--- src/rtl/crc_pkg.sv ---
// -----------------------------------------------------------------------------
// crc_pkg
// Shared definitions for the serial CRC framer:
//   - state_e       : framer FSM states
//   - CRC_POLY_DEF  : default generator polynomial (x^8+x^2+x+1, top bit implicit)
//   - CRC_INIT_DEF  : default CRC register value at frame start
// -----------------------------------------------------------------------------
package crc_pkg;

  typedef enum logic [2:0] {
    IDLE = 3'd0,
    DATA = 3'd1,
    WAIT = 3'd2,
    CRC  = 3'd3,
    END  = 3'd4
  } state_e;

  localparam logic [7:0] CRC_POLY_DEF = 8'h07;
  localparam logic [7:0] CRC_INIT_DEF = 8'h00;

endpackage

--- src/rtl/crc_serial_lfsr.sv ---
// -----------------------------------------------------------------------------
// crc_serial_lfsr
// Bit-serial CRC register (Galois form, MSB-first).
// Ports:
//   clk, reset  : clock, synchronous active-low reset (register cleared to 0)
//   init_i      : load CRC_INIT (highest priority)
//   enable_i    : absorb bit_i into the CRC
//   bit_i       : message bit to absorb
//   shift_i     : shift the register left by one (zero fill), used to send
//                 the CRC out MSB-first
//   msb_o       : current register MSB (next CRC bit to transmit)
//   crc_o       : full register value
// -----------------------------------------------------------------------------
module crc_serial_lfsr
  import crc_pkg::*;
#(
  parameter int               CRC_W    = 8,
  parameter logic [CRC_W-1:0] CRC_POLY = CRC_W'(CRC_POLY_DEF),
  parameter logic [CRC_W-1:0] CRC_INIT = CRC_W'(CRC_INIT_DEF)
) (
  input  logic             clk,
  input  logic             reset,
  input  logic             init_i,
  input  logic             enable_i,
  input  logic             bit_i,
  input  logic             shift_i,
  output logic             msb_o,
  output logic [CRC_W-1:0] crc_o
);

  logic [CRC_W-1:0] crc_q;
  logic [CRC_W-1:0] crc_d;
  logic             fb_s;

  // Next CRC value: init, absorb one bit, plain shift-out, or hold.
  always_comb begin
    crc_d = crc_q;
    fb_s  = crc_q[CRC_W-1] ^ bit_i;
    if (init_i) begin
      crc_d = CRC_INIT;
    end else if (enable_i) begin
      crc_d = {crc_q[CRC_W-2:0], 1'b0} ^ (fb_s ? CRC_POLY : {CRC_W{1'b0}});
    end else if (shift_i) begin
      crc_d = {crc_q[CRC_W-2:0], 1'b0};
    end else begin
      crc_d = crc_q;
    end
  end

  // CRC register with synchronous active-low reset.
  always_ff @(posedge clk) begin
    if (!reset) begin
      crc_q <= {CRC_W{1'b0}};
    end else begin
      crc_q <= crc_d;
    end
  end

  assign msb_o = crc_q[CRC_W-1];
  assign crc_o = crc_q;

endmodule

--- src/rtl/crc_framer.sv ---
// -----------------------------------------------------------------------------
// crc_framer
// Accepts parallel words on a valid/ready handshake and serialises each frame
// MSB-first, followed by the CRC over the data bits, followed by a one-cycle
// end-of-frame strobe.
// Ports:
//   clk, reset  : clock, synchronous active-low reset
//   in_data     : data word (DATA_W bits)
//   in_valid    : in_data / in_last valid
//   in_last     : current word closes the frame
//   in_ready    : word accepted this cycle when in_valid is also high
//   ser_bit     : serial data or CRC bit
//   ser_valid   : ser_bit carries a frame bit
//   crc_phase   : ser_bit is a CRC bit
//   last        : end-of-frame strobe, one cycle after the final CRC bit
// Build option:
//   CRC_FRAMER_INVERT_EN : transmitted CRC bits are inverted (final XOR with
//                          all-ones); the internal CRC register is unaffected.
// -----------------------------------------------------------------------------
module crc_framer
  import crc_pkg::*;
#(
  parameter int               DATA_W   = 8,
  parameter int               CRC_W    = 8,
  parameter logic [CRC_W-1:0] CRC_POLY = CRC_W'(CRC_POLY_DEF),
  parameter logic [CRC_W-1:0] CRC_INIT = CRC_W'(CRC_INIT_DEF)
) (
  input  logic              clk,
  input  logic              reset,
  input  logic [DATA_W-1:0] in_data,
  input  logic              in_valid,
  input  logic              in_last,
  output logic              in_ready,
  output logic              ser_bit,
  output logic              ser_valid,
  output logic              crc_phase,
  output logic              last
);

  localparam int CNT_MAX = (DATA_W > CRC_W) ? DATA_W : CRC_W;
  localparam int CNT_W   = $clog2(CNT_MAX) + 1;
  localparam logic [CNT_W-1:0] DATA_LAST = CNT_W'(DATA_W - 1);
  localparam logic [CNT_W-1:0] CRC_LAST  = CNT_W'(CRC_W - 1);

`ifdef CRC_FRAMER_INVERT_EN
  localparam logic CRC_OUT_INV = 1'b1;
`else
  localparam logic CRC_OUT_INV = 1'b0;
`endif

  state_e            state_q, state_d;
  logic [DATA_W-1:0] shreg_q, shreg_d;
  logic [CNT_W-1:0]  cnt_q, cnt_d;
  logic              word_last_q, word_last_d;

  logic              ready_s;
  logic              accept_s;
  logic              lfsr_init_s;
  logic              lfsr_en_s;
  logic              lfsr_shift_s;
  logic              crc_msb_s;
  // Full CRC value is available from the LFSR but the framer only needs the MSB.
  logic [CRC_W-1:0]  crc_val_unused_s;

  crc_serial_lfsr #(
    .CRC_W    (CRC_W),
    .CRC_POLY (CRC_POLY),
    .CRC_INIT (CRC_INIT)
  ) u_lfsr (
    .clk      (clk),
    .reset    (reset),
    .init_i   (lfsr_init_s),
    .enable_i (lfsr_en_s),
    .bit_i    (shreg_q[DATA_W-1]),
    .shift_i  (lfsr_shift_s),
    .msb_o    (crc_msb_s),
    .crc_o    (crc_val_unused_s)
  );

  // Output decode from registered state; in_ready is forced low while in reset.
  always_comb begin
    ready_s   = 1'b0;
    ser_valid = 1'b0;
    ser_bit   = 1'b0;
    crc_phase = 1'b0;
    last      = 1'b0;
    case (state_q)
      IDLE: begin
        ready_s = 1'b1;
      end
      DATA: begin
        ser_valid = 1'b1;
        ser_bit   = shreg_q[DATA_W-1];
        // A follow-on word may only be taken on the final bit of a non-last word.
        ready_s   = (cnt_q == DATA_LAST) && !word_last_q;
      end
      WAIT: begin
        ready_s = 1'b1;
      end
      CRC: begin
        ser_valid = 1'b1;
        crc_phase = 1'b1;
        ser_bit   = crc_msb_s ^ CRC_OUT_INV;
      end
      END: begin
        last = 1'b1;
      end
      default: begin
        ready_s = 1'b0;
      end
    endcase
    in_ready = ready_s & reset;
  end

  // Next-state, shift register, bit counter and LFSR control.
  always_comb begin
    state_d      = state_q;
    shreg_d      = shreg_q;
    cnt_d        = cnt_q;
    word_last_d  = word_last_q;
    lfsr_init_s  = 1'b0;
    lfsr_en_s    = 1'b0;
    lfsr_shift_s = 1'b0;
    accept_s     = in_valid & in_ready;
    case (state_q)
      IDLE: begin
        if (accept_s) begin
          shreg_d     = in_data;
          word_last_d = in_last;
          cnt_d       = {CNT_W{1'b0}};
          lfsr_init_s = 1'b1;
          state_d     = DATA;
        end else begin
          state_d = IDLE;
        end
      end
      DATA: begin
        lfsr_en_s = 1'b1;
        shreg_d   = {shreg_q[DATA_W-2:0], 1'b0};
        cnt_d     = cnt_q + CNT_W'(1);
        if (cnt_q == DATA_LAST) begin
          cnt_d = {CNT_W{1'b0}};
          if (word_last_q) begin
            state_d = CRC;
          end else if (accept_s) begin
            // Reload on the final bit so the next word follows with no bubble.
            shreg_d     = in_data;
            word_last_d = in_last;
            state_d     = DATA;
          end else begin
            state_d = WAIT;
          end
        end else begin
          state_d = DATA;
        end
      end
      WAIT: begin
        // Frame stays open; the CRC register holds until the next word.
        if (accept_s) begin
          shreg_d     = in_data;
          word_last_d = in_last;
          cnt_d       = {CNT_W{1'b0}};
          state_d     = DATA;
        end else begin
          state_d = WAIT;
        end
      end
      CRC: begin
        lfsr_shift_s = 1'b1;
        cnt_d        = cnt_q + CNT_W'(1);
        if (cnt_q == CRC_LAST) begin
          cnt_d   = {CNT_W{1'b0}};
          state_d = END;
        end else begin
          state_d = CRC;
        end
      end
      END: begin
        state_d = IDLE;
      end
      default: begin
        state_d = IDLE;
      end
    endcase
  end

  // State and datapath registers with synchronous active-low reset.
  always_ff @(posedge clk) begin
    if (!reset) begin
      state_q     <= IDLE;
      shreg_q     <= {DATA_W{1'b0}};
      cnt_q       <= {CNT_W{1'b0}};
      word_last_q <= 1'b0;
    end else begin
      state_q     <= state_d;
      shreg_q     <= shreg_d;
      cnt_q       <= cnt_d;
      word_last_q <= word_last_d;
    end
  end

endmodule

--- config.mk ---
export PLATFORM = sky130hd
export DESIGN_NAME = crc_framer
export DESIGN_NICKNAME = d
export VERILOG_FILES = /design/src/rtl/crc_pkg.sv /design/src/rtl/crc_serial_lfsr.sv /design/src/rtl/crc_framer.sv
export SDC_FILE = /design/constraint.sdc
export NUM_CORES = 1
export LEC_CHECK = 0
export BUFFER_PORTS_ARGS = -buffer_cell sky130_fd_sc_hd__buf_4
export CAP_MARGIN = 30
export CORE_UTILIZATION = 55
export CTS_BUF_LIST = sky130_fd_sc_hd__clkbuf_8
export CTS_CLUSTER_DIAMETER = 60
export DETAILED_ROUTE_END_ITERATION = 6
export GPL_ROUTABILITY_DRIVEN = 0
export HOLD_SLACK_MARGIN = 0.1
export PLACE_DENSITY = 0.8
export SYNTH_ARGS = -nofsm -noshare
export SYNTH_HDL_FRONTEND = slang
export SYNTH_SLANG_ARGS = --single-unit
--- constraint.sdc ---
create_clock -name clk -period 2.2 [get_ports clk]
set_input_delay 0.44 -clock clk [delete_from_list [all_inputs] [get_ports clk]]
set_output_delay 0.44 -clock clk [all_outputs]
set_load 0.01 [all_outputs]
==> impl_metrics.py <==
metrics = {
    "finish": {
        "nFillCells": 161,
        "final_instance_area_sq_um": 1360,
        "finish.utilization_pct": 68.5,
        "layout.cells.most_common": "sky130_fd_sc_hd__dfxtp_1",
        "diodes": 0,
        "area.growth.synth_to_final_pct": 16.9,
        "mostFrequentLayoutCells": "sky130_fd_sc_hd__dfxtp_1 (24), sky130_fd_sc_hd__nor2_1 (21), sky130_fd_sc_hd__buf_4 (18), sky130_fd_sc_hd__nand2_1 (17), sky130_fd_sc_hd__a21oi_1 (12)",
        "final_cells": 177,
        "finish.net_count": 164,
        "drive_above_1_share_pct": 20.7,
    },
    "pwr": {
        "p_per_area_nw_per_um2": 724,
        "max-vdd-ir-drop_v": 0.000503,
        "power.static_leakage_uw": 0.000540,
    },
    "status": {
        "run_status": "finished clean",
    },
    "die": {
        "die_width_um": 47.9,
        "die_footprint_sq_um": 2300,
        "ios": 17,
        "placementRows": 16,
        "chipHeight_um": 47.9,
        "fp.coreArea_sq_um": 1980,
        "floorplan.initialDensity_pct": 58.6,
    },
    "sta": {
        "worst_slew_pin_slew_ps": 651,
        "relSlewSlack_pct": 56.3,
        "worst_clock_skew_ps": 1.77,
        "final_max_slew_viol_count": 0,
        "worst_slack_ps": 118,
        "totalNegativeSetupSlack_ps": 0,
        "unrepaired_setup_endpoints_after_global_routing": "no",
        "setup_viol_count_final": 0,
        "final_min_period_over_clock_period_pct": 94.6,
        "final_hold_violation_count": 0,
        "timing.final.crit_period_ps": 2080,
        "maxClockFrequency_ghz": 0.480,
    },
    "global_route": {
        "antenna_found_initial": 0,
        "grt-ovfl-total": 0,
        "grt.total_usage_pct": 21.7,
        "pin_count_of_the_biggest_net_entering_global_routing": 21,
        "grt_first_pass_wirelength_mm": 3.45,
        "grt_pass1_vias": 822,
    },
    "clock_tree": {
        "cts_sinks": 24,
        "clock_path_buffers": 2,
        "post_cts_buffers": 0,
        "cts_buffer_count": 3,
        "cts.clk_slew.worst_paths_ps": 80,
        "htree_levels": 1,
        "cts_resized": 0,
        "cts.root.buffer_cell": "sky130_fd_sc_hd__clkbuf_8",
        "clock_insertion_delay_worst_skew_ps": 270,
        "tritoncts": "yes",
        "ctsHoldBuffers": 0,
    },
    "detailed_routing": {
        "vias_per_cell": 5.59,
        "routed_wl_mm": 2.25,
        "detail_route.wl_per_cell_um": 12.7,
        "initialDrtViolationCount": 15,
        "drtAntennaViolNets": 0,
        "detail_route.first_pass.iterations": 4,
        "via_count": 989,
        "post-route-drc-count": 0,
    },
    "placement": {
        "dpl.cell_count": 173,
        "hpwl_mm": 1.59,
        "post_dp_cell_area_sq_um": 1290,
        "numPortBuffers": 16,
        "detailedPlace.worstSlack_ps": 421,
    },
    "worst_setup_path": {
        "arrival_ps": 1640,
        "worstRegToRegCells": 5,
        "worst-path-max-fanout": 5,
        "crit-reg2reg-capture": "shreg_q[7]",
        "category_of_the_worst_setup_path_capture_point": "output port",
        "cp_slowest_stage_delay_ps": 380,
        "worstPathCellList": "ha_1 -> nand3b_2 -> or3_1 -> a21oi_1 -> buf_4",
        "crit-reg2reg-launch": "cnt_q[0]",
        "path_class": "reg -> out",
        "r2r_slack_ps": 630,
        "crit_slowest_cell": "sky130_fd_sc_hd__dfxtp_1",
        "startpoint_type": "flop",
        "cp_data_required_time_ps": 1760,
    },
    "synth": {
        "synth_enable_flop_cells": 0,
        "synthArstFlopShare_pct": 0,
        "yosysSeqAreaShare_pct": 41.4,
        "synthesis.area_sq_um": 1160,
        "synth.ff_latch_count": 24,
        "syn-num-nets": 150,
        "synthesis.instances": 137,
        "netlist-cell-type-count": 40,
        "yosys_warnings": 0,
        "synthesis.area_per_instance_sq_um": 8.48,
        "postSynth.topFlopCell": "sky130_fd_sc_hd__dfxtp_1",
    },
    "run": {
        "cap_violations": 0,
    },
    "hold_path": {
        "hold_path.class": "in -> reg",
        "capture_endpoint_of_the_worst_hold_path": "shreg_q[4]",
        "timing.hold.worst.start": "in_data[4]",
        "min_delay_path_depth": 3,
    },
}
## per-layer routing
| layer | track usage [%] | routed length, um |
|---|---|---|
| met2 | 36.8 | 1100 |
| met5 | 0 | 0 |
| met4 | 6.67 | 23 |
| met3 | 4.53 | 64 |
| met1 | 27.5 | 1060 |
## sequential cells by signal (all words and copies together) (netlist names)
register      flops
cnt_q             4
shreg_q           8
state_q           3
u_lfsr.crc_o      8
word_last_q       1
## cells in the mapped netlist (all sizes together), types with 2 or more instances
cell / instances / area [sq um]
nor3b: 3 / 27.5
o221ai: 7 / 61.3
dfxtp: 24 / 480
o21ai: 4 / 23.8
nor3: 2 / 10.0
mux2i: 2 / 20.0
nand2b: 4 / 25.0
o31ai: 2 / 20.0
nand3b: 2 / 18.8
buf: 6 / 32.5
a21oi: 12 / 60.1
a211oi: 3 / 32.5
clkbuf: 3 / 11.3
nor2: 21 / 78.8
nor2b: 4 / 25.0
inv: 2 / 7.50
nand2: 17 / 63.8
a21boi: 2 / 15.0
xor2: 3 / 26.3
## critical path, delay by kind of cell, from the launching register on
family / cells / cell delay, ps
AND/OR/NAND/NOR: 2 / 480
flip-flops: 1 / 380
adder cells (fa/ha/maj): 1 / 230
AO/OA/AOI/OAI: 1 / 140
buffers and inverters: 1 / 130
## logic make-up (layout without fill, tap and decap cells)
logic type	Yosys count	after routing	share of synthesized area (%)
buffers and inverters	11	24	4.42
muxes	2	2	1.72
AOI/OAI and AO/OA	35	35	22.8
adders and majority gates	1	1	1.08
DFF	24	24	41.4
and+or+nand+nor	61	61	26.3
xor gates and xnor gates	3	3	2.26
## per-stage QoR
step / power, uW / hold slack (ps)
after global routing: 1020 / 393
after global placement: 601 / 443
after CTS: 986 / 387
after detailed placement: 607 / 448
final: 982 / 387
after floorplan: 568 / 432
## power breakdown
group	leakage, uW	internal, uW	switching [uW]
registers	0.000196	455	15.9
logic	0.000308	57.1	68.8
clock network	0.0000357	243	142
## worst max path at each step
stage | startpoint | to | slack, ps | cells past startpoint
finish | cnt_q[0] | in_ready | 120 | 5
global route | cnt_q[0] | in_ready | 10 | 5
CTS | cnt_q[0] | in_ready | 110 | 5
detailed placement | cnt_q[0] | in_ready | 420 | 5
global placement | cnt_q[0] | in_ready | 450 | 5
floorplan | cnt_q[0] | in_ready | 530 | 4
## area by class of cell
cell class | instances | area (sq um) | share of cell area [%]
multi-input cells | 102 | 629 | 46.4
flip-flops and latches | 24 | 480 | 35.4
repair buffers | 18 | 135 | 9.95
clock buffers | 3 | 41.3 | 3.04
well taps | 27 | 33.8 | 2.49
clock inverters | 1 | 30.0 | 2.21
inverters | 2 | 7.51 | 0.553
No activity file was read; power rests on OpenSTA's default activity.
